$ cat config.mk
export PLATFORM = sky130hd
export DESIGN_NAME = regs_param
export DESIGN_NICKNAME = d
export VERILOG_FILES = /design/src/rtl/regs_param.sv
export SDC_FILE = /design/constraint.sdc
export NUM_CORES = 1
export LEC_CHECK = 0
export CORE_MARGIN = 3
export CORE_UTILIZATION = 51
export DETAILED_ROUTE_END_ITERATION = 10
export HOLD_SLACK_MARGIN = 0.02
export PLACE_DENSITY = 0.79
export SLEW_MARGIN = 30
export SYNTH_ARGS = -nofsm -noshare
export SYNTH_HDL_FRONTEND = slang
export SYNTH_SLANG_ARGS = --single-unit
$ cat constraint.sdc
create_clock -name clk -period 2.5 [get_ports clk]
set_clock_uncertainty 0.1 [all_clocks]
set_input_delay 0.625 -clock clk [delete_from_list [all_inputs] [get_ports clk]]
set_output_delay 0.625 -clock clk [all_outputs]
set_load 0.05 [all_outputs]
$ cat src/rtl/regs_param.sv
// picoMIPS register file: two combinational read ports, one synchronous write port,
// switches memory-mapped at addresses 1/2, GPR[OUTREG] mirrored to out. Option: WRITE_BYPASS_EN.
module regs_param #(
  parameter int N      = 8,
  parameter int NREGS  = 4,
  parameter int AW     = 3,
  parameter int OUTREG = 1
) (
  input  logic          clk,
  input  logic          nReset,
  input  logic          w,
  input  logic [N-1:0]  Wdata,
  input  logic [AW-1:0] Raddr1,
  input  logic [AW-1:0] Raddr2,
  input  logic [N:0]    SW,
  output logic [N-1:0]  Rdata1,
  output logic [N-1:0]  Rdata2,
  output logic [N-1:0]  out,
  output logic          werr
);

  localparam int GPR_BASE = 3;

  logic [N-1:0]     r_gpr [NREGS];
  logic [N:0]       r_s1;
  logic [N:0]       r_s2;
  logic [N-1:0]     r_out;
  logic             r_werr;
  logic [NREGS-1:0] w_we;
  logic             w_wr_hit;
  logic [N-1:0]     w_rdata1;
  logic [N-1:0]     w_rdata2;

  // One-hot write decode; only GPR addresses can be hit, so w_wr_hit=0 flags an illegal write.
  generate
    for (genvar gi = 0; gi < NREGS; gi++) begin : g_dec
      assign w_we[gi] = w && (Raddr2 == AW'(GPR_BASE + gi));
    end
  endgenerate

  assign w_wr_hit = |w_we;

  always_ff @(posedge clk or negedge nReset) begin
    if (!nReset) begin
      for (int i = 0; i < NREGS; i++) r_gpr[i] <= '0;
      r_s1   <= '0;
      r_s2   <= '0;
      r_out  <= '0;
      r_werr <= 1'b0;
    end else begin
      r_s1   <= SW;
      r_s2   <= r_s1;
      r_out  <= r_gpr[OUTREG];
      r_werr <= w && !w_wr_hit;
      for (int i = 0; i < NREGS; i++) begin
        if (w_we[i]) r_gpr[i] <= Wdata;
      end
    end
  end

  // The switch flag is only visible through port 1.
  always_comb begin
    w_rdata1 = '0;
    if (Raddr1 == AW'(1)) w_rdata1 = {{(N-1){1'b0}}, r_s2[N]};
    if (Raddr1 == AW'(2)) w_rdata1 = r_s2[N-1:0];
    for (int i = 0; i < NREGS; i++) begin
      if (Raddr1 == AW'(GPR_BASE + i)) w_rdata1 = r_gpr[i];
    end
`ifdef WRITE_BYPASS_EN
    if (w_wr_hit && (Raddr1 == Raddr2)) w_rdata1 = Wdata;
`endif
  end

  always_comb begin
    w_rdata2 = '0;
    if (Raddr2 == AW'(2)) w_rdata2 = r_s2[N-1:0];
    for (int i = 0; i < NREGS; i++) begin
      if (Raddr2 == AW'(GPR_BASE + i)) w_rdata2 = r_gpr[i];
    end
`ifdef WRITE_BYPASS_EN
    if (w_wr_hit) w_rdata2 = Wdata;
`endif
  end

  assign Rdata1 = w_rdata1;
  assign Rdata2 = w_rdata2;
  assign out    = r_out;
  assign werr   = r_werr;

endmodule

==> summary.md <==
| Metric | Value |
|---|---|
| Initial Util | `53.92%` |
| Post-synth top area cell | `dfrtp_1` |
| Post-DP HPWL | `4587 um` |
| Final-stage net count | `297` |
| Detailed-route DRC error count | `0` |
| Clk buf depth | `2` |
| CP Launch Type | `input pin` |
| Worst Path Arrival | `1.75 ns` |
| Crit Path Category | `input pin to output pin` |
| Post-synth EDFFs | `0` |
| FF-to-FF path depth | `1` |
| Primary FF master, synth | `dfrtp_1` |
| Largest net degree at the start of global routing | `33` |
| DRT Wirelength | `7440 um` |
| Clock power share | `24.7%` |
| TritonCTS clock tree | `yes` |
| Multi-input logic area | `1333 um2` |
| Post-route cell area | `4006 um2` |
| Die height | `77.37 um` |
| # rows | `25` |
| WP data required | `1.77 ns` |
| Post-synth ARST share | `100.0%` |
| Part of the power in combinational logic | `32.8%` |
| Slowest CP cell | `mux2_2` |
| Area growth syn-to-layout | `54.24%` |
| Worst vdd ir | `608.4 uV` |
| Sequential fraction of the synthesis area | `56.84%` |
| Drt first-iter violations | `142` |
| Total gr overflow | `0` |
| Pre-CTS setup slack | `-0.4995 ns` |
| Commonest non-fill, non-tap cell in the layout | `dfrtp_1` |
| Final hold vios | `0` |
| Placed standard-cell area | `3596 um2` |
| Fin. max-slew vios | `0` |
| Wire per inst | `21.75 um` |
| Vias/cell | `5.906` |
| Inst Count DP | `326` |
| Syn Area/Cell | `13.67 um2` |
| Switching Share | `33.85%` |
| Flop-to-flop setup slack | `1.53 ns` |
| Cells along the critical path | `clkdlybuf4s15_1 > mux2_2 > a22o_1 > buf_12` |
| Post-route minimum period | `2.472 ns` |
| Critical R2R Launch | `r_gpr[20]` |
| Most frequent cells in the layout | `dfrtp_1 (59), mux2_2 (43), clkdlybuf4s50_1 (27), buf_4 (24), buf_12 (17)` |
| H-tree levels | `3` |
| Worst Setup End Kind | `output pin` |
| Synth area leaders | `dfrtp_1 (57%), mux2_2 (21%), a221oi_1 (4.7%)` |
| RR Endpoint | `r_gpr[20]` |
| CTS Sinks | `59` |
| Ports | `51` |
| Power per Cell Area | `739.4 nW/um2` |
| Vias in the first global route | `2198` |
| Core area | `4817 um2` |
| Global-route wire length before repair | `11670 um` |
| Critical path fanouts, max | `4` |
| # Post-CTS Setup Buffers | `0` |
| Sequential cell area | `1476 um2` |
| Worst-Margin Slew | `0.6431 ns` |
| Synthesized cell area | `2597 um2` |
| FF+latch count, synth | `59` |
| Max Fclk | `404.6 MHz` |
| Routability cong. | `0.8286` |
| Filler cell count | `260` |
| Switching power | `1.003 mW` |
| Clock transition at the registers of the reported paths | `0.07 ns` |
| Num CTS Buffers | `9` |
| I/O Buffers | `50` |
| CTS root buf | `clkbuf_8` |
| Cell internal pwr | `1.959 mW` |
| Antenna viol nets, final | `0` |
| Final WS setup | `0.02849 ns` |
| Post-route non-filler standard cell count | `342` |
| Tot Pwr | `2.962 mW` |
| DR vias | `2020` |
| Overall Global Routing Usage | `26.21%` |
| Horiz. Die Dim | `77.37 um` |
| Max Cap Viol | `0` |
| Final core occ | `83.17%` |
| Initial antenna violation count | `0` |
| Sequential Power Share | `42.5%` |
| Clock Latency Late Sink | `0.34 ns` |
| Pre-Repair DR Iteration Count | `5` |
| Post-synth net total | `216` |
| Pleak | `1.697 nW` |
| Yosys warning count | `0` |
| Slew headroom | `57.12%` |
| Netlist cell types | `24` |
| Worst hold path type | `input pin to asynchronous set/reset pin` |
| Antenna cells | `0` |
| Status | `complete, no violations` |
| Yosys top cell area share | `56.84%` |
| Layout cells sized above 1 | `56.73%` |
| Setup violations, final | `0` |
| Die area | `5985 um2` |
| Crit path largest cell delay | `0.38 ns` |
| Period utilization | `98.86%` |
| Synthesized instance count | `190` |
## stage by stage
step                setup TNS [ns]  hold slack, ns
finish                           0          0.2036
global placement            -6.179          0.2323
CTS                      -0.003821          0.2126
floorplan                   -1.547          0.2294
global route              -0.02364          0.2384
detailed placement          -6.405          0.2347
## power groups by stage
stage                     registers, mW  logic [mW]  clock network (mW)
after floorplan                    1.31       0.416                   0
after global routing               1.28        1.01               0.785
after detailed placement           1.24       0.881                   0
after global placement             1.24       0.862                   0
final                              1.26       0.972               0.731
after CTS                          1.24       0.936               0.735
## Yosys cell counts (2+ instances only)
library cell and count:
nand3b_1 3, mux2i_1 2, a22o_1 2, buf_4 3, a21o_1 2, o21ai_0 3
mux2_2 48, nor2b_1 3, a22oi_1 13, a21oi_1 14, nand2_1 4, nand4b_2 2
dfrtp_1 59, a221oi_1 14, clkbuf_1 5, buf_2 5
## layer usage
layer	track usage [%]	share of wire, %	vias up
li1	-	-	890
met4	17.08	3.1	0
met5	0	0	-
met1	32.40	40	1017
met3	5.104	5.5	20
met2	41.97	51	93
## final cells by class
cell class / count / area share (%)
Sequential cell: 59 / 36.85
Clock inverter: 3 / 0.3748
Timing Repair Buffer: 85 / 23.80
Clock buffer: 12 / 3.623
Multi-Input combinational cell: 116 / 33.26
Tap cell: 67 / 2.092
## registers in the layout, indices dropped and copies added (netlist names)
register  cells
out           8
r_s2          9
r_gpr        32
werr          1
r_s1          9
## critical path: cells and delay by family
| family | cells | cell delay (ns) |
|---|---|---|
| AOI/OAI and AO/OA | 1 | 0.28 |
| buffers and inverters | 2 | 0.46 |
| muxes | 1 | 0.38 |
## how the worst max path moves through the flow
stage,start,to,slack (ns),cells after the start
floorplan,Raddr1[2],Rdata1[1],-0.21,4
global placement,Raddr2[2],Rdata2[1],-0.45,7
detailed placement,Raddr2[2],Rdata2[5],-0.50,7
CTS,Raddr2[1],Rdata2[1],-0.004,5
global route,Raddr2[2],Rdata2[4],-0.01,8
finish,Raddr2[0],Rdata2[7],0.03,4
## repair_timing
item	in CTS	in global routing
gates resized for setup	52	19
hold buffers	0	0
setup endpoints to repair	16	15
pin swaps	7	5
gates cloned	1	0
## kinds of logic (layout without fill, tap and decap cells)
kind of cell	Yosys count	after routing	share of synthesized area [%]
AO/OA/AOI/OAI	50	50	13.54
buffers and inverters	15	100	2.890
flip-flops	59	59	56.84
multiplexers	50	50	21.58
AND/OR/NAND/NOR	16	16	5.155
Power figures use the tool's default switching activity.
